`config.mk`:
```
export PLATFORM = sky130hd
export DESIGN_NAME = avl_arbiter
export DESIGN_NICKNAME = d
export VERILOG_FILES = /design/src/rtl/avl_arbiter.sv
export SDC_FILE = /design/constraint.sdc
export NUM_CORES = 1
export LEC_CHECK = 0
export CORE_ASPECT_RATIO = 0.8
export CORE_MARGIN = 2
export CORE_UTILIZATION = 41
export CTS_CLUSTER_DIAMETER = 100
export DETAILED_ROUTE_END_ITERATION = 7
export PLACE_DENSITY_LB_ADDON = 0.05
export SLEW_MARGIN = 30
export SYNTH_ARGS = -nofsm -noshare
export SYNTH_HDL_FRONTEND = slang
export SYNTH_SLANG_ARGS = --single-unit
```
`constraint.sdc`:
```
create_clock -name clock -period 1.45 [get_ports clock]
set_input_delay 0.2175 -clock clock [delete_from_list [all_inputs] [get_ports clock]]
set_output_delay 0.2175 -clock clock [all_outputs]
set_load 0.05 [all_outputs]
```
`src/rtl/avl_arbiter.sv`:
```
// Two-port (imem/dmem) arbiter in front of a single-outstanding Avalon bridge.
// Define AVL_ARBITER_ROUND_ROBIN_EN for round-robin tie-breaks; default build gives dmem priority.
module avl_arbiter (
  input  logic        clock,
  input  logic        reset,
  input  logic        imem_valid,
  input  logic [31:0] imem_addr,
  output logic [31:0] imem_rdata,
  output logic        imem_ready,
  input  logic        dmem_valid,
  input  logic [31:0] dmem_addr,
  input  logic [31:0] dmem_wdata,
  input  logic [3:0]  dmem_wstrb,
  output logic [31:0] dmem_rdata,
  output logic        dmem_ready,
  output logic        avl_valid,
  output logic        avl_instr,
  output logic [31:0] avl_addr,
  output logic [31:0] avl_wdata,
  output logic [3:0]  avl_wstrb,
  input  logic [31:0] avl_rdata,
  input  logic        avl_ready
);

  typedef enum logic {
    IDLE = 1'b0,
    BUSY = 1'b1
  } state_t;

  state_t      state_q, state_d;
  logic        owner_imem_q, owner_imem_d;

  logic        ipend_q;
  logic [31:0] iaddr_q;
  logic        dpend_q;
  logic [31:0] daddr_q;
  logic [31:0] dwdata_q;
  logic [3:0]  dwstrb_q;

  logic        grant_imem;

`ifdef AVL_ARBITER_ROUND_ROBIN_EN
  logic        last_imem_q, last_imem_d;
`endif

  always_comb begin
    state_d      = state_q;
    owner_imem_d = owner_imem_q;
    grant_imem   = 1'b0;
`ifdef AVL_ARBITER_ROUND_ROBIN_EN
    last_imem_d  = last_imem_q;
`endif
    avl_valid    = 1'b0;
    avl_instr    = 1'b0;
    avl_addr     = '0;
    avl_wdata    = '0;
    avl_wstrb    = '0;
    imem_ready   = 1'b0;
    imem_rdata   = '0;
    dmem_ready   = 1'b0;
    dmem_rdata   = '0;

    unique case (state_q)
      IDLE: begin
        if (ipend_q || dpend_q) begin
          if (ipend_q && dpend_q) begin
`ifdef AVL_ARBITER_ROUND_ROBIN_EN
            grant_imem = ~last_imem_q;
`else
            grant_imem = 1'b0;
`endif
          end else begin
            grant_imem = ipend_q;
          end
          avl_valid    = 1'b1;
          avl_instr    = grant_imem;
          avl_addr     = grant_imem ? iaddr_q : daddr_q;
          avl_wdata    = grant_imem ? '0 : dwdata_q;
          avl_wstrb    = grant_imem ? '0 : dwstrb_q;
          owner_imem_d = grant_imem;
`ifdef AVL_ARBITER_ROUND_ROBIN_EN
          last_imem_d  = grant_imem;
`endif
          state_d      = BUSY;
        end
      end
      BUSY: begin
        // A completion arriving alongside reset belongs to an abandoned request.
        if (avl_ready && !reset) begin
          if (owner_imem_q) begin
            imem_ready = 1'b1;
            imem_rdata = avl_rdata;
          end else begin
            dmem_ready = 1'b1;
            dmem_rdata = avl_rdata;
          end
          state_d = IDLE;
        end
      end
      default: state_d = IDLE;
    endcase
  end

  always_ff @(posedge clock) begin
    if (reset) begin
      state_q      <= IDLE;
      owner_imem_q <= 1'b0;
      ipend_q      <= 1'b0;
      iaddr_q      <= '0;
      dpend_q      <= 1'b0;
      daddr_q      <= '0;
      dwdata_q     <= '0;
      dwstrb_q     <= '0;
`ifdef AVL_ARBITER_ROUND_ROBIN_EN
      last_imem_q  <= 1'b1;
`endif
    end else begin
      state_q      <= state_d;
      owner_imem_q <= owner_imem_d;
`ifdef AVL_ARBITER_ROUND_ROBIN_EN
      last_imem_q  <= last_imem_d;
`endif
      // Slot stays occupied while in flight; its own ready frees it for a same-cycle refill.
      if (imem_valid && (!ipend_q || imem_ready)) begin
        ipend_q <= 1'b1;
        iaddr_q <= imem_addr;
      end else if (imem_ready) begin
        ipend_q <= 1'b0;
      end

      if (dmem_valid && (!dpend_q || dmem_ready)) begin
        dpend_q  <= 1'b1;
        daddr_q  <= dmem_addr;
        dwdata_q <= dmem_wdata;
        dwstrb_q <= dmem_wstrb;
      end else if (dmem_ready) begin
        dpend_q <= 1'b0;
      end
    end
  end

endmodule

```
### Word-level counts from Yosys, hierarchy flattened

Cells that the tools add are included.

| cells by class | value |
|---|---|
| muxes and demuxes | 34 |
| bitwise logic cells | 1 |
| reduce and logical (&&, ||, !) cells | 13 |

Operator list:

| kind | number |
|---|---|
| 32-bit 2-to-1 mux | 12 |
| 1-bit 2-to-1 mux | 18 |
| 4-bit 2-to-1 mux | 3 |
| 1-bit logical AND | 4 |
| 2-bit nonzero test | 2 |
| 1-bit logical NOT | 3 |
| 1-bit logical OR | 3 |
| 1-bit one-hot mux with 2 select lines | 1 |
| 2-bit AND reduction | 1 |
| 1-bit NOT | 1 |

| storage, ports and cells | value |
|---|---|
| flip-flop bits (word level) | 104 |

### Longest topological paths before layout

Gate-level depths: netlist (run 1).

| logic depth | value |
|---|---|
| word-level depth | 7 |
| depth in mapped cells | 7 |
| mapped depth without buffers | 3 |

### Worst setup path before layout (run 1)

Ideal clock, no wire load.

| timing | value |
|---|---|
| path type | reg2out |
| start point | register state_q |
| end point | output dmem_rdata[22] |
| arrival | 1909 ps |
| slack | -676 ps |
| stages on the path, launching flop included | 5 |
| path buffers | 2 |
| cells stage by stage | dfxtp_1 > nor4bb_1 > buf_4 > clkbuf_1 > and2_1 |

| on the way | value |
|---|---|
| longest elaborated chain between the ends | 1 |

Ends and longest elaborated chain:

| item | line | source |
|---|---|---|
| from (decl) | 30 | `state_t state_q, state_d;` |
| from (signal assigned) | 118 | `state_q <= state_d;` |
| 32-bit 2-to-1 mux | 63 | `unique case (state_q)` |
| to (decl) | 14 | `output logic [31:0] dmem_rdata,` |

Every way passes these cells.

### Worst setup path in the final report (run 1)

| timing | value |
|---|---|
| start point | register owner_imem_q |
| end point | output dmem_rdata[1] |

| on the way | value |
|---|---|
| longest elaborated chain between the ends | 3 |

Ends and longest elaborated chain:

| item | line | source |
|---|---|---|
| from (decl) | 31 | `logic owner_imem_q, owner_imem_d;` |
| from (signal assigned) | 119 | `owner_imem_q <= owner_imem_d;` |
| 32-bit 2-to-1 mux | 90 | `if (owner_imem_q) begin` |
| 32-bit 2-to-1 mux | 89 | `if (avl_ready && !reset) begin` |
| 32-bit 2-to-1 mux | 63 |  |

Every way passes these cells.

==> results by group, run 1 <==
CTS
  • Clock Tree Buf Depth: 2
  • CTS Hold Bufs: 0
  • CTS tree: built
  • Reg clk slew, reported paths: approximately 70 ps
  • Latest clock arrival within the worst-skew pair: 360 ps
  • Root Driver: clkbuf_16
  • Number of CTS-inserted buffers: 9
  • CTS H-tree depth: 3
  • Sink Count: around 100

Routing
  • 1st-iter DRT viols: approximately 900
  • Via density: 6.409
  • Drt drc: 0
  • Routed Antenna Nets: 0
  • DRT Pass-1 Iters: 5
  • Via count: 8,941
  • Post-DR wirelength/cell: 23.07 um
  • WL final: approximately 32,000 um

Power and ir drop
  • Comb pwr share: 0.358
  • Peak supply drop: about 660 uV
  • Leakage: between 5 and 6 nW
  • Total internal power: ~0.0066 W
  • Switching power: 0.003085 W
  • Flop pwr share: 0.343
  • Pwr dens: slightly below 700 nW/um2
  • Clock power share: 0.298
  • Switch share: 0.3170

Outcome
  • Failing checks: negative setup slack
  • Outcome: complete, but fails checks

Yosys
  • Yosys top cell by area: dfxtp_1
  • Most frequent cell after synthesis: dfxtp_1
  • Syn Inst Count: between 800 and 900
  • Post-synthesis sequential area ratio: 0.2888
  • Synth Cell Area: roughly 7200 um2
  • Synth warnings: 0
  • Avg Synthesized Cell Area: 8.128 um2
  • Prevailing post-synth register cell: dfxtp_1
  • Library cells used by synthesis: 30
  • Area contributors post-synth: dfxtp_1, nand4b_1, nor3b_1
  • Ys async rst share: 0
  • Post-Syn Nets: ~1,000
  • Synth top area share: 0.2888
  • #FFs+latches synth: about 100
  • Post-synth EDFFs: 0
  • Commonest cells in the netlist: dfxtp_1, a31oi_1, nand2_1, nand4b_1, nor3b_1

Job
  • Max Cap Violations: 0

Placement
  • Post-DP Area: between 10,000 and 15,000 um2
  • Pre-CTS setup slack: -538.2 ps
  • Port Buf Inserts: around 270
  • Dpl hpwl: around 18,000 um
  • GPL Wtd Cong: roughly 0.76

STA
  • Least-Margin Pin Slew: between 500 and 600 ps
  • RSZ-0062 raised after global routing: yes
  • Worst clock skew: between 8 and 9 ps
  • Final hold vios: 0
  • Max frequency: ~0.53 GHz
  • Setup ws final: -444.5 ps
  • Slew Limit Fails: 0
  • Period utilization: 1.307
  • Min Tclk post-route: between 1500 and 2000 ps
  • Final TNS setup: -71,190 ps
  • Final setup viols: 232
  • Relative slew slack: 0.6532

Global routing
  • Vias in the first global route: between 8,000 and 9,000
  • All-Layer GR Usage: 0.3232
  • Initial antenna violation count: 3
  • First-pass GRT wire length: ~48,000 um
  • GRT Residual Overflow: 0
  • Pin count of the biggest net entering global routing: 100

Floorplan
  • Die ar.: 18,670 um2
  • I/O pins: 273
  • Std cell rows: 43
  • Die Y: between 100 and 150 um
  • Chip width: between 150 and 200 um
  • Core ar.: 17,270 um2
  • Starting Density: 0.4174

Layout
  • Post-layout nets: 1,299
  • Final core occ: 0.8146
  • Layout cell share with drive strength beyond 1: 0.3719
  • Final instance area: 14,070 um2
  • Syn-to-layout area delta: 95.14%

Critical path
  • Worst Setup Start Kind: register
  • CP required: roughly 1200 ps
  • Worst-path fanout max: 4
  • CP Capture Type: output pin
  • Critical path class: reg2out
  • Worst EP arrival: between 1500 and 2000 ps

Hold path
  • Hold Path Class: in2reg
[power groups by stage]
| stage | registers, W | logic, W | clock network (W) |
|---|---|---|---|
| 2_1_floorplan | 0.00331 | 0.00150 | 0 |
| 3_3_place_gp | 0.00337 | 0.00272 | 0 |
| 3_5_place_dp | 0.00338 | 0.00275 | 0 |
| 4_1_cts | 0.00332 | 0.00330 | 0.00294 |
| 5_1_grt | 0.00337 | 0.00363 | 0.00303 |
| 6_report | 0.00334 | 0.00349 | 0.00290 |
[registers in the layout, indices dropped and copies added (netlist names)]
signal / flops
daddr_q: 32
dwdata_q: 32
iaddr_q: 32
dwstrb_q: 4
dpend_q: 1
ipend_q: 1
owner_imem_q: 1
state_q: 1
[cells by family after synthesis]
group	share of synthesized area
AO/OA/AOI/OAI	0.2523
AND/OR/NAND/NOR	0.3733
flip-flops	0.2888
buffers and inverters	0.08556
[placed cells by master, fill, tap and decap left out, drive strengths merged]
cell type,n
buf,255
clkdlybuf4s50,132
dfxtp,104
nand2,100
nand4b,100
nor3b,100
a31oi,100
o311ai,100
and2,64
and3,36
a22o,32
clkbuf,16
diode,3
clkinv,3
bufinv,3
bufbuf,3
inv,3
nor3,3
nor2,3
a21oi,2
nor2b,2
o21ba,2
nor4bb,1
and4b,1
a211oi,1
dlygate4sd2,1
[area by class of cell]
| cell class | count | area, um2 |
|---|---|---|
| Clock inverter | 6 | 116.4 |
| Tap cell | 225 | 281.5 |
| Antenna cell | 3 | 7.507 |
| Clock buffer | 10 | 229.0 |
| Timing Repair Buffer | 397 | 6073 |
| Multi-Input combinational cell | 647 | 5238 |
| Inverter | 3 | 31.28 |
| Fill cell | 986 | 3202 |
| Sequential cell | 104 | 2092 |
[layer usage]
layer	up-vias	share of wire	track usage
met4	0	0.023	0.08002
met2	473	0.47	0.5338
li1	4058	-	-
met5	-	0	0
met1	4348	0.43	0.4388
met3	62	0.075	0.06179
[stage by stage]
stage                     hold WS (ps)  cells  total power (W)
after floorplan                  306.5    887         0.004809
after global placement           481.8   1301         0.006092
after detailed placement         488.5   1301         0.006129
after CTS                        239.6   1381         0.009556
after global routing             305.7   1394          0.01002
final                            275.0   1395         0.009730
[repair_timing]
item,CTS,global route
gates cloned,20,6
setup buffers,44,5
gates resized for setup,108,32
pin swaps,19,45
setup endpoints to repair,202,231
[worst paths after layout]
kind	endpoint	cells past startpoint	slack (ps)	startpoint
setup / recovery	dmem_rdata[1]	6	-440	owner_imem_q$_SDFFE_PP0P_
hold / removal	iaddr_q[1]$_SDFFE_PP0P_	3	280	imem_valid
setup reg to reg	daddr_q[19]$_SDFFE_PP0P_	10	-380	owner_imem_q$_SDFFE_PP0P_
hold reg to reg	dwdata_q[6]$_SDFFE_PP0P_	2	510	dwdata_q[6]$_SDFFE_PP0P_
[critical path, cell delays in order, from the launching register on]
cell      delay, ps
dfxtp_2         350
nor4bb_4        300
buf_4           180
buf_6           100
buf_6           110
and2_4          150
buf_12          130
No activity file was read; power rests on OpenSTA's default activity.
==> run 2, diff against run 1 <==
--- a/config.mk
+++ b/config.mk
@@ -11,6 +11,7 @@
 export CTS_CLUSTER_DIAMETER = 100
 export DETAILED_ROUTE_END_ITERATION = 7
 export PLACE_DENSITY_LB_ADDON = 0.05
+export REMOVE_ABC_BUFFERS = 1
 export SLEW_MARGIN = 30
 export SYNTH_ARGS = -nofsm -noshare
 export SYNTH_HDL_FRONTEND = slang
==> run 2 against run 1 <==
The flow still finishes with violations (negative setup slack); design area shrank 1.4%; combinational power shrank 3%; clock power shrank 12%; worst setup slack gained 37 ps; non-clock buffer count shrank 20; worst hold slack lost 170 ps; final cell count shrank 1.6%; sequential cell count is the same; routed wire length grew 1.9%; sequential share of layout area grew 0.20 points; global-route usage shrank 1.5 points; largest power group unchanged; highest routed layer unchanged.
==> results by group, run 2 (synthesis gave the netlist of run 1 again) <==
Outcome
  • Outcome: complete, but fails checks
  • Failing checks: negative setup slack

STA
  • Max frequency: 0.5384 GHz (+2.0%)
  • Least-Margin Pin Slew: 799.7 ps (+279.5 ps)
  • Hold slack: 102.2 ps (-172.8 ps)
  • Worst clock skew: 9.809 ps (+0.9871 ps)
  • Final setup viols: 213 (-8.2%)
  • Final hold vios: 0 (unchanged)
  • Setup ws final: -407.3 ps (+37.23 ps)
  • Min Tclk post-route: 1857 ps (-37.23 ps)
  • Final TNS setup: -58,130 ps (+13,060 ps)
  • Relative slew slack: 0.4668 (-0.1863)
  • Period utilization: 1.281 (-0.02567)
  • Slew Limit Fails: 0 (unchanged)
  • RSZ-0062 raised after global routing: yes

Layout
  • Layout cell share with drive strength beyond 1: 0.3670 (-0.004849)
  • ANT cells: 0 (-3)
  • Largest regs: daddr_q (32), dwdata_q (32), iaddr_q (32)
  • Most frequent cells in the layout: buf_12, clkdlybuf4s50_1, dfxtp_1
  • Commonest non-fill, non-tap cell in the layout: buf_12
  • Final instance area: 13,870 um2 (-1.4%)
  • Post-layout nets: 1,279 (-1.5%)
  • Syn-to-layout area delta: 92.38%

CTS
  • Latest clock arrival within the worst-skew pair: 360 ps (about the same)
  • Clock Tree Buf Depth: 2 (unchanged)
  • Number of CTS-inserted buffers: 9 (unchanged)
  • CTS tree: built
  • Sink Count: 104 (unchanged)
  • Reg clk slew, reported paths: 70 ps (about the same)
  • CTS H-tree depth: 3 (unchanged)
  • Root Driver: clkbuf_16
  • CTS Hold Bufs: 0 (unchanged)

Placement
  • Post-DP Area: 11,590 um2 (-4.3%)
  • Dpl hpwl: 16,980 um (-4.7%)
  • GPL Wtd Cong: 0.7698 (+0.64%)
  • Pre-CTS setup slack: -528.0 ps (+10.12 ps)
  • Port Buf Inserts: 272 (unchanged)

Power and ir drop
  • Switching power: 0.003100 W (+0.51%)
  • Total internal power: 0.006163 W (-7.2%)
  • Switch share: 0.3347 (+0.01764)
  • Overall power: 0.009264 W (-4.8%)
  • Leakage: 4.895 nW (-2.7%)
  • Comb pwr share: 0.367 (+0.009)
  • Clock power share: 0.275 (-0.023)
  • Peak supply drop: 824.0 uV (+25%)
  • Pwr dens: 667.9 nW/um2 (-3.4%)
  • Flop pwr share: 0.358 (+0.015)

Routing
  • Post-DR wirelength/cell: 23.89 um (+3.6%)
  • Drt drc: 0 (unchanged)
  • 1st-iter DRT viols: 827 (-7.7%)
  • Routed Antenna Nets: 0 (unchanged)
  • Via density: 6.479 (+1.1%)
  • WL final: 32,780 um (+1.9%)
  • Via count: 8,889 (-0.58%)
  • DRT Pass-1 Iters: 5 (unchanged)

Critical path
  • Worst EP arrival: 1640 ps (-40 ps)
  • Delay of the slowest cell on the worst path: 360 ps (about the same)
  • Worst Setup Start Kind: register
  • Worst-path fanout max: 7 (+3)
  • Worst-path cell chain: buf_6 -> nor3_4 -> buf_6 -> buf_12 -> a22o_1 -> buf_12
  • CP required: 1230 ps (about the same)
  • Critical path class: reg2out
  • CP Capture Type: output pin
  • CP startpoint: state_q$_SDFF_PP0_
  • Worst R2R Start: owner_imem_q$_SDFFE_PP0P_
  • Critical-path top delay cell: dfxtp_4

Floorplan
  • Std cell rows: 43 (unchanged)
  • Starting Density: 0.4174 (unchanged)
  • Chip width: 152.3 um (unchanged)
  • Core ar.: 17,270 um2 (unchanged)
  • Die Y: 122.6 um (unchanged)
  • I/O pins: 273 (unchanged)
  • Die ar.: 18,670 um2 (unchanged)

Hold path
  • Hold_sp: reset
  • Hold Path Class: in2reg

Global routing
  • All-Layer GR Usage: 0.3077 (-0.01544)
  • First-pass GRT wire length: 46,150 um (-4.2%)
  • Initial antenna violation count: 0 (-3)
  • Vias in the first global route: 8,138 (-2.5%)
  • GRT Residual Overflow: 0 (unchanged)
  • Pin count of the biggest net entering global routing: 89 (-11%)

Job
  • Max Cap Violations: 0 (unchanged)
## run 2: area by class of cell
cell class	instances	area (um2)
clock buffer	11	264.0
sequential	104	2091
inverter	3	28.78
timing repair buffer	377	5859
multi-input combinational	647	5309
clock inverter	5	36.28
fill	1044	3401
tap	225	281.5
## run 2: path summary, 6_finish.rpt
kind	to	slack (ps)	depth (start not counted)
worst min register to register	dwstrb_q[3]$_SDFFE_PP0P_	500	2
worst min-delay path	owner_imem_q$_SDFFE_PP0P_	100	2
worst max-delay path	avl_addr[2]	-410	6
worst max register to register	daddr_q[18]$_SDFFE_PP0P_	-330	8
## run 2: layer usage
layer	GRT usage	routed length, um
met1	0.4166	12970
met2	0.4972	16180
met3	0.05650	2483
met4	0.1057	1144
met5	0	0
## run 2: what timing repair did
item                                    in CTS  in global routing
gates cloned                                21                  6
setup buffers                               23                 19
resized for setup                          193                123
endpoints found under the setup margin     227                233
hold endpoints to repair                     0                  0
pin swaps                                   26                 37
## run 2: power by group through the flow
stage	clock network (W)	logic, W	registers, W
2_1_floorplan	0	0.00106	0.00333
3_3_place_gp	0	0.00262	0.00332
3_5_place_dp	0	0.00264	0.00333
4_1_cts	0.00254	0.00312	0.00329
5_1_grt	0.00268	0.00353	0.00335
6_report	0.00255	0.00340	0.00332
## run 2: through the flow
step	utilization	std cells
3_3_place_gp	0.6714	1297
6_report	0.8031	1372
4_1_cts	0.7693	1356
5_1_grt	0.8031	1372
2_1_floorplan	-	754
3_5_place_dp	0.6714	1297
## run 2: critical path: cells and delay by family, from the launching register on
kind | cells | cell delay (ps)
compound gates | 1 | 180
buf+inv | 4 | 600
flops | 1 | 360
simple gates | 1 | 150
